[config.mk]
export PLATFORM = sky130hd
export DESIGN_NAME = systolic_fir_coe_ctrl
export DESIGN_NICKNAME = d
export VERILOG_FILES = /design/src/rtl/systolic_fir_coe_ctrl.sv
export SDC_FILE = /design/constraint.sdc
export NUM_CORES = 1
export LEC_CHECK = 0
export CAP_MARGIN = 0
export CORE_MARGIN = 4
export CORE_UTILIZATION = 53
export DETAILED_ROUTE_END_ITERATION = 8
export MAX_ROUTING_LAYER = met4
export PLACE_DENSITY = 0.79
export SLEW_MARGIN = 25
export SYNTH_ARGS = -nofsm -noshare
export SYNTH_HDL_FRONTEND = slang
export SYNTH_SLANG_ARGS = --single-unit
[constraint.sdc]
create_clock -name clk -period 6.1 [get_ports clk]
set_input_delay 1.83 -clock clk [delete_from_list [all_inputs] [get_ports clk]]
set_output_delay 1.83 -clock clk [all_outputs]
set_load 0.02 [all_outputs]
[src/rtl/systolic_fir_coe_ctrl.sv]
// Coefficient-reload controller for the 8-tap symmetric systolic FIR.
// Streams a half-set of coefficients into a shadow bank, swaps it in at an input gap and masks stale outputs.
module systolic_fir_coe_ctrl #(
   parameter int HTAP    = 4,
   parameter int COE_W   = 16,
   parameter int FLUSH_N = 8,
   // h(0)=7, h(1)=14, h(2)=-138, h(3)=129
   parameter logic [HTAP*COE_W-1:0] INIT_COE = 64'h0081_FF76_000E_0007
) (
   input  logic                    clk,
   input  logic                    rst,
   input  logic                    cfg_valid,
   output logic                    cfg_ready,
   input  logic [COE_W-1:0]        cfg_data,
   input  logic                    cfg_last,
   input  logic                    xin_valid,
   input  logic                    fir_yvld,
   output logic [HTAP*COE_W-1:0]   coe,
   output logic                    yvld,
   output logic                    swap_done,
   output logic                    err_len,
   output logic                    busy
);

   localparam int KW = (HTAP > 1) ? $clog2(HTAP) : 1;
   localparam int FW = (FLUSH_N > 0) ? $clog2(FLUSH_N + 1) : 1;
   localparam logic [KW-1:0] K_LAST     = KW'(HTAP - 1);
   localparam logic [FW-1:0] FLUSH_INIT = FW'(FLUSH_N);

   typedef enum logic [2:0] {IDLE, LOAD, DRAIN, ARMED, FLUSH} state_t;

   state_t           state, state_next;
   logic [KW-1:0]    k, k_next;
   logic [FW-1:0]    cnt, cnt_next;
   logic [COE_W-1:0] shadow [HTAP];
   logic             xfer;
   logic             shadow_we;
   logic             do_swap;
   logic             err_next;

   assign cfg_ready = (state == IDLE) || (state == LOAD) || (state == DRAIN);
   assign xfer      = cfg_valid && cfg_ready;
   assign busy      = (state == ARMED) || (state == FLUSH);
   assign yvld      = fir_yvld && (state != FLUSH);

   always_ff @(posedge clk or posedge rst) begin
      if (rst) begin
         state <= IDLE;
         k     <= '0;
         cnt   <= '0;
      end else begin
         state <= state_next;
         k     <= k_next;
         cnt   <= cnt_next;
      end
   end

   always_comb begin
      state_next = state;
      k_next     = k;
      cnt_next   = cnt;
      shadow_we  = 1'b0;
      do_swap    = 1'b0;
      err_next   = 1'b0;
      case (state)
         IDLE, LOAD: begin
            if (xfer) begin
               shadow_we = 1'b1;
               if (k == K_LAST) begin
                  k_next = '0;
                  if (cfg_last) begin
                     state_next = ARMED;
                  end else begin
                     err_next   = 1'b1;
                     state_next = DRAIN;
                  end
               end else if (cfg_last) begin
                  err_next   = 1'b1;
                  k_next     = '0;
                  state_next = IDLE;
               end else begin
                  k_next     = k + KW'(1);
                  state_next = LOAD;
               end
            end
         end
         DRAIN: begin
            if (xfer && cfg_last) state_next = IDLE;
         end
         ARMED: begin
            if (!xin_valid) begin
               do_swap = 1'b1;
               if (FLUSH_N > 0) begin
                  state_next = FLUSH;
                  cnt_next   = FLUSH_INIT;
               end else begin
                  state_next = IDLE;
               end
            end
         end
         FLUSH: begin
            if (fir_yvld) begin
               cnt_next = cnt - FW'(1);
               if (cnt <= FW'(1)) state_next = IDLE;
            end
         end
         default: state_next = IDLE;
      endcase
   end

   // Shadow/active banks and the registered event pulses; partial shadow writes from bad sets are harmless
   // because every accepted set rewrites all HTAP entries before it can be swapped in.
   always_ff @(posedge clk or posedge rst) begin
      if (rst) begin
         coe       <= INIT_COE;
         swap_done <= 1'b0;
         err_len   <= 1'b0;
         for (int i = 0; i < HTAP; i++) shadow[i] <= INIT_COE[i*COE_W +: COE_W];
      end else begin
         swap_done <= do_swap;
         err_len   <= err_next;
         if (shadow_we) shadow[k] <= cfg_data;
         if (do_swap) begin
            for (int i = 0; i < HTAP; i++) coe[i*COE_W +: COE_W] <= shadow[i];
         end
      end
   end

endmodule

==> results of run 1 <==
[cell type report]
cell class,count,area (µm²)
flip-flops and latches,139,3530
fillers,772,3190
multi-input cells,300,1820
repair buffers,92,916
clock buffers,20,445
clock inverters,12,170
well taps,136,170
inverters,9,40.0
[state kept, by name, summed over array words and instances (netlist names)]
register and flops:
coe 64, state 3, swap_done 1, err_len 1
shadow 64, k 2, cnt 4
[kinds of logic after synthesis]
kind of cell	Yosys count
xor+xnor	1
flops	139
simple gates	216
buf+inv	33
mux	65
fa+ha+maj	6
compound gates	12
[power groups by stage]
stage | sequential, W | clock [W] | combinational [W]
floorplan | 0.00181 | 0 | 0.000618
global placement | 0.00165 | 0 | 0.00118
detailed placement | 0.00167 | 0 | 0.00122
CTS | 0.00166 | 0.00107 | 0.00123
global route | 0.00171 | 0.00112 | 0.00132
finish | 0.00166 | 0.00105 | 0.00121
[layer usage]
layer	vias up	part of all wire (%)
li1	1689	-
met1	1792	44
met2	98	49
met3	17	4.8
met4	0	1.9
met5	-	0
[synth_stat cells (all sizes together) (2+ instances only)]
library cell and count:
ha 6, dfstp 42, nand3 4, inv 9, nand4bb 2, buf 18
o21ai 6, a21oi 2, and2 5, dfrtp 97, mux2 64, clkbuf 6
nand2 195, nor2 3
[critical path: cells and delay by family]
| kind | cells | cell delay, ns |
|---|---|---|
| and+or+nand+nor | 1 | 0.13 |
| buffers and inverters | 2 | 1.10 |
[stage by stage]
stage          power (W)  cell area [µm²]  setup WS [ns]
2_1_floorplan    0.00243             5570          0.615
3_3_place_gp     0.00283             6470           1.23
3_5_place_dp     0.00289             6470           1.21
4_1_cts          0.00396             7090           1.20
5_1_grt          0.00415             7090           1.16
6_report         0.00392             7090           1.20
[cell usage in the layout, fill, tap and decap left out, drive strengths merged, types with 2 or more instances in the layout]
cell type,instances
bufinv,4
dfrtp,97
clkinv,5
ha,6
nand2,195
mux2,64
buf,2
nand3,4
nand4bb,2
a21oi,2
clkbuf,20
nor2,3
inv,8
clkinvlp,4
and2,5
clkdlybuf4s50,90
dfstp,42
o21ai,6
[worst paths after layout]
path / start / endpoint / slack [ns] / cells after the start
max: fir_yvld / yvld / 1.20 / 3
min: shadow[18] / coe[34] / 0.45 / 2
max reg2reg: state[1] / shadow[47] / 3.92 / 3
min reg2reg: shadow[18] / coe[34] / 0.45 / 2
max in group asynchronous: rst / shadow[49] / 3.15 / 3
min in group asynchronous: rst / shadow[8] / 1.88 / 2
==> impl_summary.log, run 1 <==
[metrics] crit start category: primary input
[metrics] Num CTS Buffers: 17
[metrics] Cells after DPL: 676
[metrics] antenna diode count: 0
[metrics] Final Cycle Share: around 80%
[metrics] worst min path class: flip-flop to flip-flop
[metrics] post-synth design cell area: about 5600 µm²
[metrics] final net count: 587
[metrics] result of the run: completed
[metrics] Post-synth EDFFs: 0
[metrics] met3 track demand over resource: roughly 5.0%
[metrics] largest net degree at the start of global routing: roughly 100
[metrics] final number of max-transition violations: 0
[metrics] WP data arrival: ~3 ns
[metrics] synthesis-to-finish area growth: 27.3%
[metrics] synthesized area per cell: between 10 and 15 µm²
[metrics] Final min period: 4.90 ns
[metrics] Pre-antenna DRT Iters: 4
[metrics] proportion of power drawn by the clock network: 26.8%
[metrics] aggregate global-route resource usage: 19.9%
[metrics] cells taking the most area after synthesis: sky130_fd_sc_hd__dfrtp_1 44%, sky130_fd_sc_hd__dfstp_2 20%, sky130_fd_sc_hd__nand2_1 13%
[metrics] insertion delay of the later-clocked pin in the worst-skew pair: 0.51 ns
[metrics] number of antenna violations at the first check in global routing: 0
[metrics] via count: roughly 3600
[metrics] first-pass GRT wire length: between 15000 and 20000 µm
[metrics] internal portion of total power: approximately 0.0027 W
[metrics] leakage power: approximately 3.3 nW
[metrics] maximum ir drop on the vdd rail: about 250 µV
[metrics] TritonCTS clock tree: done
[metrics] critical path's largest stage delay: 0.60 ns
[metrics] Worst Path Class, Setup: primary input to output pin
[metrics] worst endpoint required time: roughly 4.3 ns
[metrics] most used cell along the critical path: sky130_fd_sc_hd__clkdlybuf4s50_1
[metrics] highest achievable clock rate: approximately 200 MHz
[metrics] total of warnings raised by yosys: 0
[metrics] count of buffers added by post-CTS timing repair for setup: 0
[metrics] count of pins on the block boundary: just over 90
[metrics] Bufs on Longest Clock Path: 2
[metrics] net count of the mapped netlist: 500
[metrics] slew of the pin with the lowest slew margin: around 0.9 ns
[metrics] post-synthesis cell type count: 31
[metrics] via count of the first global-routing pass: around 3800
[metrics] Hold-fix buffers, CTS: 0
[metrics] Die Span Y: around 110 µm
[metrics] utilization after layout: 69.0%
[metrics] combinational family with the most area after synthesis: simple AND/OR/NAND/NOR gates
[metrics] synthesized-area fraction occupied by ao, oa, aoi and oai cells: ~1.3%
[metrics] Max transition margin: roughly 40%
[metrics] share of power burned in registers: between 40 and 50%
[metrics] Adder-Cell Fraction of Synth Area: roughly 1.3%
[metrics] Finish-stage setup viols: 0
[metrics] unrepaired setup endpoints after global routing: no
[metrics] fraction of layout cells with a size suffix above 1: about a quarter
[metrics] fin cells: just over 700
[metrics] overall routed net length: approximately 11000 µm
[metrics] GR Layer Usage met1: 24.7%
[metrics] simple-gate portion of the synthesized area: roughly 16%
[metrics] combinational share of power: a little under a third
[metrics] initial cell density of the core: a little over half
[metrics] synthesized instance count: about 470
[metrics] core area: 10300 µm²
[metrics] met2 track demand over resource in global routing: a little under a third
[metrics] area share of the largest cell type after synthesis: ~44%
[metrics] share of cell area taken by muxes after synthesis: 13.7%
[metrics] drt drc: 0
[metrics] sequence of cells on the critical path: clkdlybuf4s50_1 > and2_1 > clkdlybuf4s50_1
[metrics] final global-route overflow total: 0
[metrics] switching power total: between 0.001 and 0.0015 W
[metrics] setup TNS: 0 ns
[metrics] detailed placement HPWL: 7040 µm
[metrics] Cell Rows: 37
[metrics] Critical Path End Type: output pin
[metrics] clock net sink count: 139
[metrics] switching power share of the total: 30.2%
[metrics] async set-reset flop share out of synthesis: between 90% and 100%
[metrics] Routed WL per cell: 15.6 µm
[metrics] Max Cap Viol: 0
[metrics] H-Tree Level Count: 4
[metrics] die area: about 12000 µm²
[metrics] IO buf count: 90
[metrics] Min Hold Slack: roughly 0.45 ns
[metrics] global-route layer with the greatest usage: met2
[metrics] Reg clk slew, reported paths: around 0.06 ns
[metrics] Max Fanout on Critical Path: 3
[metrics] cell type with the largest total area after synthesis: sky130_fd_sc_hd__dfrtp_1
[metrics] power density normalized to cell area: about 550 nW/µm²
[metrics] maximum clock skew at final layout: 0.00487 ns
[metrics] Hold Fails Final Rpt: 0
[metrics] share of the synthesized netlist area taken by xor and xnor gates: less than 1%
[metrics] critical path's slowest cell: sky130_fd_sc_hd__clkdlybuf4s50_1
[metrics] Die W: about 110 µm
[metrics] antenna-violating nets left: 0
[metrics] detail-routed via count per cell: about 5.1
[metrics] cells resized by post-CTS repair: 0
[metrics] weighted congestion at the end of routability-driven global placement: 0.784
[metrics] sequential element share of the synthesized area: 63.4%
[metrics] cell chosen for the clock root: sky130_fd_sc_hd__clkbuf_8
[metrics] number of DRC markers after the initial detailed-route iteration: 150
[metrics] Main synth FF type: sky130_fd_sc_hd__dfrtp_1
[metrics] synthesis-stage register bit count: 139
(Power assumes the default switching activity.)
==> inputs of run 2 (changes only) <==
==> constraint.sdc (replaced) <==
create_clock -name clk -period 5 [get_ports clk]
set_input_delay 1.5 -clock clk [delete_from_list [all_inputs] [get_ports clk]]
set_output_delay 1.5 -clock clk [all_outputs]
set_load 0.02 [all_outputs]
==> run 2 against run 1 <==
Die area stayed put; flip-flop and latch count stayed put; clock skew is 0.0037 ns higher; sequential share of layout area is 0.24 points lower; clock power is 27% higher; final area is 0.49% higher; via count is 1.3% higher; critical endpoint unchanged; largest power group unchanged.
==> impl_summary.log, run 2 (same netlist as run 1, synthesis figures left out) <==
[metrics] critical path's slowest cell: sky130_fd_sc_hd__clkdlybuf4s50_1
[metrics] highest achievable clock rate: around 240 MHz
[metrics] sequential cell area in the final layout: 3530 µm² (unchanged)
[metrics] Routed WL per cell: 15.9 µm (+1.7%)
[metrics] Max Cap Viol: 0 (unchanged)
[metrics] detailed placement HPWL: 7120 µm (+1.1%)
[metrics] maximum clock skew at final layout: 0.00852 ns (+0.00365 ns)
[metrics] Final min period: between 4 and 5 ns
[metrics] Bufs on Longest Clock Path: 2 (unchanged)
[metrics] Pre-antenna DRT Iters: 4 (unchanged)
[metrics] Hold-fix buffers, CTS: 0 (unchanged)
[metrics] Reg clk slew, reported paths: 0.06 ns (about the same)
[metrics] unrepaired setup endpoints after global routing: no
[metrics] synthesis-to-finish area growth: 28.0%
[metrics] WP data arrival: 2.71 ns (-0.36 ns)
[metrics] insertion delay of the later-clocked pin in the worst-skew pair: 0.51 ns (about the same)
[metrics] Cell Rows: 37 (unchanged)
[metrics] largest net degree at the start of global routing: 140 (+36%)
[metrics] H-Tree Level Count: 4 (unchanged)
[metrics] TritonCTS clock tree: done
[metrics] Num CTS Buffers: 17 (unchanged)
[metrics] worst endpoint required time: 3.50 ns (-0.77 ns)
[metrics] most used cell along the critical path: sky130_fd_sc_hd__clkdlybuf4s50_1
[metrics] Final Cycle Share: 84.2%
[metrics] Die Span Y: 110 µm (unchanged)
[metrics] result of the run: completed
[metrics] slew of the pin with the lowest slew margin: 0.828 ns (-0.0722 ns)
[metrics] clock net sink count: 139 (unchanged)
[metrics] antenna diode count: 0 (unchanged)
[metrics] weighted congestion at the end of routability-driven global placement: 0.808 (+3.0%)
[metrics] Finish-stage setup viols: 0 (unchanged)
[metrics] leakage power: 3.28 nW (+0.41%)
[metrics] critical path's largest stage delay: 0.59 ns (about the same)
[metrics] number of antenna violations at the first check in global routing: 0 (unchanged)
[metrics] crit start category: primary input
[metrics] Worst Path Class, Setup: primary input to output pin
[metrics] final number of max-transition violations: 0 (unchanged)
[metrics] Max transition margin: 44.8% (+4.8 points)
[metrics] antenna-violating nets left: 0 (unchanged)
[metrics] worst min path class: flip-flop to flip-flop
[metrics] drt drc: 0 (unchanged)
[metrics] final global-route overflow total: 0 (unchanged)
[metrics] Max Fanout on Critical Path: 3 (unchanged)
[metrics] sequence of cells on the critical path: clkdlybuf4s50_1 > and2_1 > clkdlybuf4s50_1
[metrics] footprint of the multi-input gates: 1820 µm² (about the same)
[metrics] utilization after layout: 69.3% (+0.34 points)
[metrics] detail-routed via count per cell: 5.14 (+1.2%)
[metrics] maximum ir drop on the vdd rail: 326 µV (+32%)
[metrics] Die W: 110 µm (unchanged)
[metrics] via count: 3643 (+1.3%)
[metrics] die area: 12200 µm² (unchanged)
[metrics] most frequent cells in the layout: 195 x sky130_fd_sc_hd__nand2_1, 97 x sky130_fd_sc_hd__dfrtp_1, 90 x sky130_fd_sc_hd__clkdlybuf4s50_1
[metrics] overall routed net length: 11300 µm (+1.9%)
[metrics] first-pass GRT wire length: 19200 µm (+0.87%)
[metrics] final net count: 588 (+0.17%)
[metrics] IO buf count: 90 (unchanged)
[metrics] power density normalized to cell area: 679 nW/µm² (+23%)
[metrics] core area: 10300 µm² (unchanged)
[metrics] number of DRC markers after the initial detailed-route iteration: 148 (-1.3%)
[metrics] Hold Fails Final Rpt: 0 (unchanged)
[metrics] registers with the highest flip-flop counts: coe x64, shadow x64, cnt x4
[metrics] cell chosen for the clock root: sky130_fd_sc_hd__clkbuf_8
[metrics] initial cell density of the core: 54.2% (unchanged)
[metrics] aggregate global-route resource usage: 20.1% (+0.21 points)
[metrics] Fillers: 767 (-0.65%)
[metrics] cells resized by post-CTS repair: 0 (unchanged)
[metrics] most common cell after layout, fill and taps aside: sky130_fd_sc_hd__nand2_1
[metrics] Critical Path End Type: output pin
[metrics] count of buffers added by post-CTS timing repair for setup: 0 (unchanged)
[metrics] via count of the first global-routing pass: 3837 (+0.55%)
[metrics] setup TNS: 0 ns (unchanged)
[metrics] count of pins on the block boundary: 91 (unchanged)
[metrics] fraction of layout cells with a size suffix above 1: 25.0% (-0.22 points)
[metrics] category of cells accounting for the largest share of critical-path delay: buffers and inverters
[metrics] crit path buf inv count: 2 (unchanged)
run 2: cell types whose count changed in the layout (fill, tap and decap cells not counted):
cell                        previous run  this run
sky130_fd_sc_hd__clkbuf_1              1         2
sky130_fd_sc_hd__and2_1                4         5
sky130_fd_sc_hd__inv_6                 1         0
sky130_fd_sc_hd__clkinv_2              5         3
sky130_fd_sc_hd__clkbuf_8              3         2
sky130_fd_sc_hd__bufinv_16             4         5
sky130_fd_sc_hd__clkinv_4              0         1
sky130_fd_sc_hd__buf_12                0         1
sky130_fd_sc_hd__inv_4                 0         1
sky130_fd_sc_hd__and2_2                1         0
run 2: area by class of cell:
class,instances,share of cell area [%]
clock buffer,20,6.11
sequential,139,49.6
clock inverter,12,2.76
inverter,9,0.562
tap,136,2.39
multi-input combinational,300,25.5
timing repair buffer,93,13.1
run 2: path summary, 6_finish.rpt:
kind | start | to | slack (ns) | depth (start not counted)
worst max-delay path | fir_yvld | yvld | 0.79 | 3
worst min-delay path | shadow[0] | coe[48] | 0.45 | 2
worst min register to register | shadow[0] | coe[48] | 0.45 | 2
max in group asynchronous | rst | coe[28] | 2.92 | 3
worst max register to register | state[1] | shadow[45] | 2.86 | 3
min in group asynchronous | rst | coe[3] | 1.56 | 3
run 2: where the power goes:
group          internal (W)  switching (W)  leakage [nW]
clock network      0.000871       0.000457         0.301
registers           0.00173       0.000305          1.67
logic              0.000776       0.000699          1.30
total               0.00338        0.00146          3.28
run 2: metal layers:
metal | vias to the layer above | wire (µm) | global-route usage [%]
li1 | 1686 | - | -
met1 | 1835 | 5020 | 24.9
met5 | - | 0 | -
met3 | 13 | 531 | 5.64
met2 | 109 | 5620 | 32.3
met4 | 0 | 85 | 5.99
run 2: stage by stage:
step                power, W  cell area, µm²  std cells  hold slack, ns  worst slack (ns)
floorplan            0.00296            5570        472           0.433              1.79
global placement     0.00345            6490        677           0.439             0.790
detailed placement   0.00353            6490        677           0.444             0.792
CTS                  0.00489            7120        709           0.454             0.785
global route         0.00511            7120        709           0.463             0.764
finish               0.00484            7120        709           0.452             0.792
run 2: worst reg2reg max path: stages, from the launching register on:
cell and delay, ns:
sky130_fd_sc_hd__dfrtp_1 0.51, sky130_fd_sc_hd__nor3b_4 0.36, sky130_fd_sc_hd__and2_1 0.73, sky130_fd_sc_hd__mux2_2 0.42
==> inputs of run 3 (changes only) <==
==> constraint.sdc (replaced) <==
create_clock -name clk -period 4 [get_ports clk]
set_input_delay 1.2 -clock clk [delete_from_list [all_inputs] [get_ports clk]]
set_output_delay 1.2 -clock clk [all_outputs]
set_load 0.02 [all_outputs]
==> run 3 against run 2 <==
Clock skew up 0.0051 ns; clock power rose by 20%; hold slack improved by 0.0020 ns; sequential power is 25% higher; cell count up 0.56%; first-iteration DRC count up 20%; register-to-register slack worse by 0.92 ns; core utilization up 0.22 points; count of clock-buffer cells in the layout stayed put; worst setup slack got worse by 0.42 ns; sequential share of layout area is 0.16 points lower; flip-flop and latch count unchanged; critical endpoint unchanged; largest power group unchanged; highest routed layer unchanged.
==> impl_summary.log, run 3 (same netlist as run 1, synthesis figures left out) <==
[metrics] result of the run: completed
[metrics] Bufs on Longest Clock Path: 2 (unchanged)
[metrics] IO buf count: 90 (unchanged)
[metrics] Die W: 110 µm (unchanged)
[metrics] post-route total power: 0.00600 W (+24%)
[metrics] crit start category: primary input
[metrics] number of antenna violations at the first check in global routing: 0 (unchanged)
[metrics] Critical Path End Type: output pin
[metrics] registers with the highest flip-flop counts: coe x64, shadow x64, cnt x4
[metrics] Final min period: ~3.6 ns
[metrics] clock net sink count: 139 (unchanged)
[metrics] worst endpoint required time: 2.80 ns (-0.70 ns)
[metrics] initial cell density of the core: 54.2% (unchanged)
[metrics] Num CTS Buffers: 17 (unchanged)
[metrics] via count: 3620 (-0.63%)
[metrics] overall routed net length: 11100 µm (-1.1%)
[metrics] Finish-stage setup viols: 0 (unchanged)
[metrics] critical path's slowest cell: sky130_fd_sc_hd__clkdlybuf4s50_1
[metrics] count of pins on the block boundary: 91 (unchanged)
[metrics] Max transition margin: 52.0% (+7.2 points)
[metrics] fraction of layout cells with a size suffix above 1: 25.8% (+0.87 points)
[metrics] Routed WL per cell: 15.6 µm (-1.7%)
[metrics] leakage power: 3.30 nW (+0.68%)
[metrics] via count of the first global-routing pass: 3812 (-0.65%)
[metrics] worst r2r src: state[1]
[metrics] final number of max-transition violations: 0 (unchanged)
[metrics] slew of the pin with the lowest slew margin: 0.720 ns (-0.108 ns)
[metrics] detail-routed via count per cell: 5.08 (-1.2%)
[metrics] capturing element of the worst setup path: yvld
[metrics] Reg2Reg Capture Point: shadow[1]
[metrics] Cell Rows: 37 (unchanged)
[metrics] reg2reg path depth: 4 (+1)
[metrics] final net count: 592 (+0.68%)
[metrics] insertion delay of the later-clocked pin in the worst-skew pair: 0.51 ns (about the same)
[metrics] worst setup slack for register-to-register paths: 1.94 ns (-0.92 ns)
[metrics] crit path buf inv count: 2 (unchanged)
[metrics] Pre-antenna DRT Iters: 4 (unchanged)
[metrics] core area: 10300 µm² (unchanged)
[metrics] maximum ir drop on the vdd rail: 369 µV (+13%)
[metrics] worst min path class: flip-flop to flip-flop
[metrics] final global-route overflow total: 0 (unchanged)
[metrics] Hold Fails Final Rpt: 0 (unchanged)
[metrics] TritonCTS clock tree: done
[metrics] Max Cap Viol: 0 (unchanged)
[metrics] antenna diode count: 0 (unchanged)
[metrics] H-Tree Level Count: 4 (unchanged)
[metrics] antenna-violating nets left: 0 (unchanged)
[metrics] Final Cycle Share: about nine tenths
[metrics] critical path's largest stage delay: 0.59 ns (about the same)
[metrics] Reg clk slew, reported paths: 0.06 ns (about the same)
[metrics] most frequent cells in the layout: 195 x sky130_fd_sc_hd__nand2_1, 97 x sky130_fd_sc_hd__dfrtp_1, 90 x sky130_fd_sc_hd__clkdlybuf4s50_1
[metrics] largest net degree at the start of global routing: 140 (unchanged)
[metrics] weighted congestion at the end of routability-driven global placement: 0.795 (-1.6%)
[metrics] cells resized by post-CTS repair: 0 (unchanged)
[metrics] Die Span Y: 110 µm (unchanged)
[metrics] unrepaired setup endpoints after global routing: no
[metrics] cell chosen for the clock root: sky130_fd_sc_hd__clkbuf_8
[metrics] most common cell after layout, fill and taps aside: sky130_fd_sc_hd__nand2_1
[metrics] highest achievable clock rate: approximately 280 MHz
[metrics] synthesis-to-finish area growth: 28.4%
[metrics] setup TNS: 0 ns (unchanged)
[metrics] Worst Path Class, Setup: primary input to output pin
[metrics] first-pass GRT wire length: 19000 µm (-0.98%)
[metrics] sequence of cells on the critical path: clkdlybuf4s50_1 > and2_1 > clkdlybuf4s50_1
[metrics] aggregate global-route resource usage: 19.7% (-0.37 points)
[metrics] detailed placement HPWL: 7130 µm (+0.19%)
[metrics] maximum clock skew at final layout: 0.0137 ns (+0.00515 ns)
[metrics] drt drc: 0 (unchanged)
[metrics] number of cells on the critical path: 3 (unchanged)
[metrics] Max Fanout on Critical Path: 3 (unchanged)
[metrics] count of buffers added by post-CTS timing repair for setup: 0 (unchanged)
[metrics] power density normalized to cell area: 839 nW/µm² (+24%)
[metrics] number of DRC markers after the initial detailed-route iteration: 177 (+20%)
[metrics] Hold-fix buffers, CTS: 0 (unchanged)
[metrics] WP data arrival: 2.43 ns (-0.28 ns)
[metrics] die area: 12200 µm² (unchanged)
[metrics] most used cell along the critical path: sky130_fd_sc_hd__clkdlybuf4s50_1
[metrics] worst hold start: shadow[49]
[metrics] category of cells accounting for the largest share of critical-path delay: buffers and inverters
[metrics] Critical Path Source: fir_yvld
==> run 3: changes by cell type in the layout (fill, tap and decap cells not counted), sizes merged <==
cell and change:
clkinv -1, clkinvlp -1, buf +4, bufinv -2, inv +4
==> run 3: layout make-up <==
cell class / count / area, µm²
clock buffers: 20 / 455
clock inverters: 12 / 159
fillers: 791 / 3130
inverters: 9 / 37.5
multi-input cells: 300 / 1820
flip-flops and latches: 139 / 3530
well taps: 136 / 170
repair buffers: 97 / 978
==> run 3: worst reg2reg max path, delay by kind of cell (launching register included) <==
kind	cells	cell delay, ns
simple gates	2	0.77
flops	1	0.51
mux	1	0.36
buf+inv	1	0.31
==> run 3: per-layer routing <==
layer | vias to the layer above | routed length [µm] | global-route usage (%)
li1 | 1705 | - | -
met1 | 1804 | 5000 | 25.1
met2 | 99 | 5450 | 30.8
met3 | 12 | 516 | 5.92
met4 | 0 | 165 | 5.75
met5 | - | 0 | -
==> run 3: report_power, final <==
part	internal [W]	switching, W	leakage, nW
Sequential	0.00216	0.000376	1.67
Clock	0.00101	0.000588	0.299
Combinational	0.000986	0.000880	1.33
==> run 3: how the worst min path moves through the flow <==
stage	to	slack (ns)	cells after the start
3_3_place_gp	coe[18]	0.44	2
2_1_floorplan	coe[0]	0.43	2
4_1_cts	coe[18]	0.46	2
5_1_grt	coe[33]	0.47	2
3_5_place_dp	coe[36]	0.44	2
6_report	coe[1]	0.45	2
==> run 3: stage by stage <==
step / worst slack [ns] / hold WS, ns / util (%) / std cells / instance area [µm²]
global route: 0.316 / 0.474 / 69.5 / 713 / 7150
finish: 0.369 / 0.454 / 69.5 / 713 / 7150
CTS: 0.364 / 0.457 / 69.5 / 713 / 7150
floorplan: 1.10 / 0.433 / - / 472 / 5570
detailed placement: 0.368 / 0.443 / 63.6 / 681 / 6530
global placement: 0.395 / 0.438 / 63.6 / 681 / 6530
